--- src/rtl/lsu_pkg.sv ---
// Shared definitions for the load/store unit.
// Contents: RV32I load/store funct3 encodings, the FSM state type and a
// helper that classifies a request as erroneous (illegal funct3 or, when
// alignment checking is enabled, a misaligned half/word access).
package lsu_pkg;

    localparam logic [2:0] F3_B  = 3'd0;   // LB / SB
    localparam logic [2:0] F3_H  = 3'd1;   // LH / SH
    localparam logic [2:0] F3_W  = 3'd2;   // LW / SW
    localparam logic [2:0] F3_BU = 3'd4;   // LBU
    localparam logic [2:0] F3_HU = 3'd5;   // LHU

    typedef enum logic [1:0] {
        ST_IDLE,
        ST_RD,
        ST_WR,
        ST_RESP
    } lsu_state_t;

    // Error if funct3 is not a legal load/store encoding, or if the access
    // is a misaligned half/word and alignment checking is switched on.
    function automatic logic access_error(
        input logic       store,
        input logic [2:0] funct3,
        input logic [1:0] addr_lo,
        input logic       check_align
    );
        logic bad_f3;
        logic misaligned;
        if (store) begin
            bad_f3 = (funct3 > F3_W);
        end else begin
            bad_f3 = (funct3 == 3'd3) || (funct3 == 3'd6) || (funct3 == 3'd7);
        end
        misaligned = check_align &&
                     (((funct3[1:0] == 2'd1) && addr_lo[0]) ||
                      ((funct3[1:0] == 2'd2) && (addr_lo != 2'b00)));
        return bad_f3 || misaligned;
    endfunction

endpackage

--- src/rtl/load_store_unit_align.sv ---
// Combinational data alignment for the load/store unit.
// Ports:
//   funct3     in  3   captured funct3 of the access
//   addr_lo    in  2   captured address bits [1:0]
//   word       in  32  memory word read at the aligned address
//   wdata      in  32  right-aligned store data
//   load_data  out 32  extracted and sign/zero-extended load value
//   merge_word out 32  memory word with the addressed store lanes replaced
module lsu_align
    import lsu_pkg::*;
(
    input  logic [2:0]  funct3,
    input  logic [1:0]  addr_lo,
    input  logic [31:0] word,
    input  logic [31:0] wdata,
    output logic [31:0] load_data,
    output logic [31:0] merge_word
);

    logic [7:0]  byte_sel;
    logic [15:0] half_sel;
    logic [3:0]  lane_hit;

    always_comb begin
        byte_sel = word[7:0];
        case (addr_lo)
            2'd0:    byte_sel = word[7:0];
            2'd1:    byte_sel = word[15:8];
            2'd2:    byte_sel = word[23:16];
            default: byte_sel = word[31:24];
        endcase
        // Only addr[1] selects the half lane, so with alignment checks off
        // a half access at an odd address behaves as if aligned.
        half_sel = addr_lo[1] ? word[31:16] : word[15:0];

        load_data = word;
        case (funct3)
            F3_B:    load_data = {{24{byte_sel[7]}}, byte_sel};
            F3_H:    load_data = {{16{half_sel[15]}}, half_sel};
            F3_BU:   load_data = {24'd0, byte_sel};
            F3_HU:   load_data = {16'd0, half_sel};
            default: load_data = word;
        endcase
    end

    // Store merge: each byte lane takes store data when addressed, else
    // keeps the current memory contents.
    genvar gi;
    generate
        for (gi = 0; gi < 4; gi++) begin : g_lane
            logic [7:0] lane_src;
            assign lane_hit[gi] = (funct3[1:0] == 2'd0) ? (addr_lo == 2'(gi)) :
                                  (funct3[1:0] == 2'd1) ? (addr_lo[1] == 1'(gi / 2)) :
                                  1'b1;
            assign lane_src = (funct3[1:0] == 2'd0) ? wdata[7:0] :
                              (funct3[1:0] == 2'd1) ? wdata[8*(gi%2) +: 8] :
                              wdata[8*gi +: 8];
            assign merge_word[8*gi +: 8] = lane_hit[gi] ? lane_src : word[8*gi +: 8];
        end
    endgenerate

endmodule

--- src/rtl/load_store_unit.sv ---
// RV32I load/store unit: accepts one access at a time from the CPU,
// performs it against a word-wide data memory with combinational read,
// and returns a single-cycle response pulse.
// Ports:
//   clk, rst           clock, synchronous active-high reset
//   req_valid/ready    request handshake (ready only while idle)
//   req_store          1 = store, 0 = load
//   req_funct3         RV32I funct3 of the access
//   req_addr/wdata     byte address, right-aligned store data
//   resp_valid         one-cycle completion pulse
//   resp_rdata/err     load result (0 for stores/errors), error flag
//   mem_we/addr/wdata  data memory write port (word-aligned address)
//   mem_rdata          data memory read word at mem_addr
module load_store_unit
    import lsu_pkg::*;
#(
    parameter logic CHECK_ALIGN = 1'b1
) (
    input  logic        clk,
    input  logic        rst,
    input  logic        req_valid,
    output logic        req_ready,
    input  logic        req_store,
    input  logic [2:0]  req_funct3,
    input  logic [31:0] req_addr,
    input  logic [31:0] req_wdata,
    output logic        resp_valid,
    output logic [31:0] resp_rdata,
    output logic        resp_err,
    output logic        mem_we,
    output logic [31:0] mem_addr,
    output logic [31:0] mem_wdata,
    input  logic [31:0] mem_rdata
);

    lsu_state_t  state_reg;
    logic [2:0]  funct3_reg;
    logic        store_reg;
    logic [1:0]  addr_lo_reg;
    logic [31:0] wdata_reg;
    logic        resp_valid_reg;
    logic [31:0] resp_rdata_reg;
    logic        resp_err_reg;
    logic        mem_we_reg;
    logic [31:0] mem_addr_reg;
    logic [31:0] mem_wdata_reg;

    logic [31:0] load_data;
    logic [31:0] merge_word;

    lsu_align u_align (
        .funct3     (funct3_reg),
        .addr_lo    (addr_lo_reg),
        .word       (mem_rdata),
        .wdata      (wdata_reg),
        .load_data  (load_data),
        .merge_word (merge_word)
    );

    always_ff @(posedge clk) begin
        if (rst) begin
            state_reg      <= ST_IDLE;
            funct3_reg     <= 3'd0;
            store_reg      <= 1'b0;
            addr_lo_reg    <= 2'd0;
            wdata_reg      <= 32'd0;
            resp_valid_reg <= 1'b0;
            resp_rdata_reg <= 32'd0;
            resp_err_reg   <= 1'b0;
            mem_we_reg     <= 1'b0;
            mem_addr_reg   <= 32'd0;
            mem_wdata_reg  <= 32'd0;
        end else begin
            // Pulses by default; set only on the transition into WR/RESP.
            mem_we_reg     <= 1'b0;
            resp_valid_reg <= 1'b0;
            case (state_reg)
                ST_IDLE: begin
                    if (req_valid) begin
                        funct3_reg   <= req_funct3;
                        store_reg    <= req_store;
                        addr_lo_reg  <= req_addr[1:0];
                        wdata_reg    <= req_wdata;
                        mem_addr_reg <= {req_addr[31:2], 2'b00};
                        if (access_error(req_store, req_funct3, req_addr[1:0], CHECK_ALIGN)) begin
                            state_reg      <= ST_RESP;
                            resp_valid_reg <= 1'b1;
                            resp_err_reg   <= 1'b1;
                            resp_rdata_reg <= 32'd0;
                        end else if (req_store && (req_funct3 == F3_W)) begin
                            // Full-word store needs no read-modify-write.
                            state_reg     <= ST_WR;
                            mem_we_reg    <= 1'b1;
                            mem_wdata_reg <= req_wdata;
                        end else begin
                            state_reg <= ST_RD;
                        end
                    end
                end
                ST_RD: begin
                    if (store_reg) begin
                        state_reg     <= ST_WR;
                        mem_we_reg    <= 1'b1;
                        mem_wdata_reg <= merge_word;
                    end else begin
                        state_reg      <= ST_RESP;
                        resp_valid_reg <= 1'b1;
                        resp_err_reg   <= 1'b0;
                        resp_rdata_reg <= load_data;
                    end
                end
                ST_WR: begin
                    state_reg      <= ST_RESP;
                    resp_valid_reg <= 1'b1;
                    resp_err_reg   <= 1'b0;
                    resp_rdata_reg <= 32'd0;
                end
                default: begin
                    state_reg <= ST_IDLE;
                end
            endcase
        end
    end

    assign req_ready  = (state_reg == ST_IDLE);
    assign resp_valid = resp_valid_reg;
    assign resp_rdata = resp_rdata_reg;
    assign resp_err   = resp_err_reg;
    assign mem_we     = mem_we_reg;
    assign mem_addr   = mem_addr_reg;
    assign mem_wdata  = mem_wdata_reg;

endmodule

--- config.mk ---
export PLATFORM = sky130hd
export DESIGN_NAME = load_store_unit
export DESIGN_NICKNAME = d
export VERILOG_FILES = /design/src/rtl/lsu_pkg.sv /design/src/rtl/load_store_unit_align.sv /design/src/rtl/load_store_unit.sv
export SDC_FILE = /design/constraint.sdc
export NUM_CORES = 1
export LEC_CHECK = 0
export ABC_AREA = 1
export CORE_MARGIN = 2
export CORE_UTILIZATION = 34
export CTS_BUF_LIST = sky130_fd_sc_hd__clkbuf_16
export CTS_CLUSTER_DIAMETER = 30
export DETAILED_ROUTE_END_ITERATION = 6
export PLACE_DENSITY = 0.6
export SKIP_LAST_GASP = 1
export SYNTH_ARGS = -nofsm -noshare
export SYNTH_HDL_FRONTEND = slang
export SYNTH_SLANG_ARGS = --single-unit
--- constraint.sdc ---
create_clock -name clk -period 2.14 [get_ports clk]
set_clock_uncertainty 0.2 [all_clocks]
set_input_delay 0.428 -clock clk [delete_from_list [all_inputs] [get_ports clk]]
set_output_delay 0.428 -clock clk [all_outputs]
set_load 0.005 [all_outputs]
After elaboration in Yosys (flattened, before gate mapping)
Cells that the tools add are included.
{"block": "totals", "reg_bits": 137, "input_bits": 103, "output_inout_bits": 100, "elab_cells": 100}
{"block": "classes", "order_cmp": 1, "eq_ne": 21, "n_mux": 49, "n_bitwise": 1, "reduce_logical": 17}
{"cell": "2-to-1 mux 32 bit", "count": 7}
{"cell": "one-hot mux 32 bit (4 select lines)", "count": 1}
{"cell": "one-hot mux 32 bit (3 select lines)", "count": 1}
{"cell": "2-to-1 mux 8 bit", "count": 9}
{"cell": "one-hot mux 32 bit (2 select lines)", "count": 1}
{"cell": "one-hot mux 8 bit (3 select lines)", "count": 1}
{"cell": "2-to-1 mux 1 bit", "count": 21}
{"cell": "2-to-1 mux 16 bit", "count": 1}
{"cell": "== test 3 bit (second input constant)", "count": 4}
{"cell": "== test 2 x 1 -> 1 bit (second input constant)", "count": 4}
{"cell": "== test 2 bit (second input constant)", "count": 4}
{"cell": "!= test 2 bit (second input constant)", "count": 4}
{"cell": "== test 3 x 2 -> 1 bit (second input constant)", "count": 2}
{"cell": "zero test 2 bit", "count": 3}
{"cell": "2-to-1 mux 2 bit", "count": 3}
{"cell": "one-hot mux 1 bit (3 select lines)", "count": 2}
{"cell": "one-hot mux 2 bit (3 select lines)", "count": 1}
{"cell": "AND reduction 5 bit", "count": 1}
{"cell": "logical OR 1 bit", "count": 4}
{"cell": "!= test 2 x 1 -> 1 bit (second input constant)", "count": 2}
{"cell": "AND reduction 4 bit", "count": 1}
{"cell": "nonzero test 2 bit", "count": 2}
{"cell": "== test 3 x 1 -> 1 bit (second input constant)", "count": 1}
{"cell": "greater-than comparator 3 x 2 -> 1 bit (second input constant)", "count": 1}
{"cell": "other kinds (6)", "count": 8}

Logic depth before layout (Yosys ltp)
{"block": "depth", "ltp_word": 11, "ltp_mapped": 12}

Modules after synthesis
A second synthesis with hierarchy kept.
{"block": "unflattened", "cells_unflattened": 1018, "hier_area_um2": 6981.7}
{"module": "load_store_unit", "instances": 1, "cells_per_inst": 708, "area_per_inst_um2": 5550.3, "seq_area_each_um2": 2742.6}
{"module": "lsu_align", "instances": 1, "cells_per_inst": 310, "area_per_inst_um2": 1431.4, "seq_area_each_um2": 0.0}

Worst setup path after synthesis
No wires, ideal clock.
{"block": "synth_path", "path_kind": "register to register", "from": "register state_reg[0]", "to": "register mem_wdata_reg[0] (netlist: mem_wdata[0])", "setup_ns": 0.117, "arrival_ns": 1.547, "required_time_ns": 1.823, "path_slack_ns": 0.276, "stages_incl_launch_ff": 12, "path_buffers": 1, "period_less_slack_ns": 1.864, "path_cell_list": "dfxtp_1 -> inv_1 -> ha_1 -> inv_2 -> nor2_2 -> inv_1 -> nand3_1 -> a21oi_4 -> inv_2 -> buf_4 -> nor2_1 -> nor2_1"}
{"block": "synth_via", "elab_chain_len": 3, "word_cells_on_any_way": 9, "classes_between": "5 x eq/ne; 1 x mux; 3 x reduce/logical"}
{"element": "start: declaration", "line": "load_store_unit.sv:36", "rtl": "lsu_state_t state_reg;"}
{"element": "start signal: assignment", "line": "load_store_unit.sv:62", "rtl": "state_reg <= ST_IDLE;"}
{"element": "start signal: assignment", "line": "load_store_unit.sv:86", "rtl": "state_reg <= ST_RESP;"}
{"element": "start signal: assignment", "line": "load_store_unit.sv:92", "rtl": "state_reg <= ST_WR;"}
{"element": "zero test 2 bit *"}
{"element": "via req_ready", "line": "load_store_unit.sv:22", "rtl": "output logic req_ready,"}
{"element": "!= test 2 x 1 -> 1 bit (no source line), or another cell as far along"}
{"element": "AND reduction 5 bit (no source line)"}
{"element": "end signal: assignment", "line": "load_store_unit.sv:94", "rtl": "mem_wdata_reg <= req_wdata;"}
{"element": "end signal: assignment", "line": "load_store_unit.sv:104", "rtl": "mem_wdata_reg <= merge_word;"}
{"element": "end: declaration", "line": "load_store_unit.sv:46", "rtl": "logic [31:0] mem_wdata_reg;"}
The timed path passes the listed nets; every way through them passes the cells marked *.
A chain may end at the register's enable or synchronous reset.

Worst setup path in the final report
{"block": "layout_path", "from": "register state_reg[1]", "to": "output req_ready"}
{"block": "layout_via", "elab_chain_len": 1}
{"element": "zero test 2 bit", "line": "load_store_unit.sv:125", "rtl": "assign req_ready = (state_reg == ST_IDLE);"}
{"element": "end: declaration", "line": "load_store_unit.sv:22"}
No other way between the ends.

==> impl_metrics.yaml <==
outcome:
  status: "finished, final reports clean"
layout:
  finalNetCount: 1283
  area_growth_pct: 48.3
  fill_cells: 1942
  multi_input_area_sq_um: 3380
  finalInstanceArea_sq_um: 9880
  layout_commonest_cell: "nand2_1"
  finalNonFillerCells: 1454
  drive_gt1_share_pct: 10.8
  fin_util_pct: 51.1
  diodes: 0
  final_cell_mix: "228 x nand2_1, 199 x clkdlybuf4s50_1, 170 x nor2_1, 137 x dfxtp_1, 127 x o21ai_0"
  seq_area_sq_um: 2740
clock_network:
  numCtsBuffers: 17
  hold_buffers: 0
  ctsRootBufferMaster: "clkbuf_16"
  cts_tree: "built"
  path_clk_slew_ns: 0.06
  clk_latency_ns: 0.43
  h-tree-depth: 4
  cts_buffer_depth: 2
  cts.sinks: 137
sta:
  fin_setup_tns_ns: 0
  max_slew.worst_pin.slew_ns: 0.613
  maxClockFrequency_mhz: 488
  finalHoldViolCount: 0
  setup_ws_ns: 0.0906
  min_period_ns: 2.05
  slew-limit-headroom_pct: 59.0
  post-route-period-util_pct: 95.8
  final_max_slew_viol_count: 0
  setup_viol: 0
critical_path:
  r2r_slack_ns: 0.12
  end_kind: "output pin"
  crit_type: "register to output pin"
  start_kind: "register"
  cp-startpoint: "state_reg[1]"
  arrival_ns: 1.42
  worstRegToRegCells: 12
  reg2reg_from: "state_reg[1]"
  r2r-end: "mem_wdata[19]"
  crit_required_ns: 1.51
  critPathMaxFanout: 5
global_route:
  grt_max_degree: 53
  grt_pass1_vias: 6669
  antenna_found_initial: 0
  grt_remaining_overflow: 0
  grt_pass1_wl_um: 35500
  track_usage_pct: 22.5
synth:
  ys_seq_area_share_pct: 41.2
  syn_area_sq_um: 6660
  synthMuxAreaShare_pct: 0
  synth_largest_area_cell: "dfxtp_1"
  synth_cells: 973
  synthSimpleGateAreaFrac_pct: 29.1
  synthAdderAreaFrac_pct: 0.751
  synth_top_area_share_pct: 41.2
  synth-xor-area-share_pct: 0
  syn_avg_cell_area_sq_um: 6.85
  ys_warn_count: 0
  synth_compound_area_share_pct: 20.4
  ys_ff_latch: 137
  synth_top_family_by_area: "simple AND/OR/NAND/NOR gates"
  yosysUniqueCellTypes: 36
  yosys-top-cells-area: "dfxtp_1 41%, nand2_1 13%, nor2_1 9.6%, o21ai_0 9.5%, a21oi_1 5.2%"
min_path:
  hold_end: "wdata_reg[19]"
  hp-class: "register to register"
  hold_path.startpoint: "wdata_reg[19]"
  min_path_cells: 2
place:
  gp_congestion: 0.895
  place_area_sq_um: 9130
  place_ws_ns: -0.190
  placed_cells_incl_taps: 1420
  port_buffers: 200
  dpl.hpwl_um: 17600
route:
  num_vias: 7136
  drt_iter0_markers: 457
  wl_per_cell_um: 16.3
  drtPass1Iterations: 6
  route.detailed.drc: 0
  ant_nets: 0
  drt-vias-per-instance: 4.91
  wirelength_um: 23700
die:
  design.portCount: 203
  core_sq_um: 19300
  core.rowCount: 51
  die_w_um: 144
  initial_core_util_pct: 34.5
  die_height_um: 144
  die_area_sq_um: 20700
power_and_ir_drop:
  p_leak_uw: 0.00392
  ir_drop_uv: 678
  power_density_nw_per_um2: 1350
run:
  cap_violations: 0
critical path, stage by stage, from the launching register on:
cell and delay [ns]:
dfxtp_1 0.40, inv_1 0.12, ha_4 0.20, dlygate4sd2_1 0.28
final cells by class:
cell class | instances | area share, %
clock buffer | 17 | 4.30
clock inverter | 15 | 2.51
inverter | 59 | 2.36
multi-input combinational | 714 | 34.2
sequential | 137 | 27.8
tap | 265 | 3.36
timing repair buffer | 247 | 25.5
how the worst max path moves through the flow:
| stage | to | slack (ns) | cells past startpoint |
|---|---|---|---|
| final | req_ready | 0.09 | 3 |
| after global routing | mem_wdata[16] | -0.009 | 12 |
| after CTS | resp_rdata[2] | 0.02 | 7 |
| after detailed placement | mem_wdata[14] | -0.19 | 9 |
| after global placement | mem_wdata[28] | -0.17 | 9 |
| after floorplan | mem_wdata[0] | 0.28 | 11 |
logic make-up (layout without fill, tap and decap cells):
logic type	after synthesis	after routing
AO/OA/AOI/OAI	245	245
adder cells (fa/ha/maj)	4	4
buffers and inverters	123	338
flip-flops	137	137
other	1	2
AND/OR/NAND/NOR	463	463
synthesized netlist by cell type (all sizes together):
| library cell | count |
|---|---|
| a311oi | 1 |
| nor2 | 176 |
| nand3b | 1 |
| clkinv | 2 |
| clkbuf | 31 |
| a21oi | 78 |
| inv | 57 |
| a22oi | 2 |
| o22ai | 8 |
| nand4 | 6 |
| a21boi | 3 |
| buf | 33 |
| nand3 | 48 |
| ha | 4 |
| nand2 | 231 |
| conb | 1 |
| dfxtp | 137 |
| nor3 | 1 |
| o211ai | 17 |
| o21ai | 136 |
report_power, final:
group | switching, uW | total [uW] | internal, uW
Sequential | 449 | 3760 | 3310
Combinational | 3400 | 6190 | 2790
Clock | 1200 | 3380 | 2190
per-layer routing:
layer	part of all wire (%)	up-vias	GRT usage (%)	wire length, um
met5	0	-	0	0
met4	2.1	0	7.59	499
met3	8.6	37	7.95	2040
met2	47	253	36.9	11200
met1	42	3267	27.4	9960
li1	-	3579	-	-
timing repair:
| item | in CTS | in global routing |
|---|---|---|
| gates cloned | 0 | 1 |
| buffers inserted | 0 | 1 |
| pin swaps | 0 | 0 |
| hold endpoints to repair | 0 | 0 |
| endpoints found under the setup margin | 1 | 37 |
| resized for setup | 4 | 6 |
per-stage QoR:
step | power [uW] | hold WS (ns)
5_1_grt | 14200 | 0.282
4_1_cts | 13200 | 0.257
6_report | 13300 | 0.258
3_5_place_dp | 9770 | 0.251
3_3_place_gp | 9730 | 0.245
2_1_floorplan | 7150 | 0.230
Note: power is estimated with default switching activity, not from simulation.
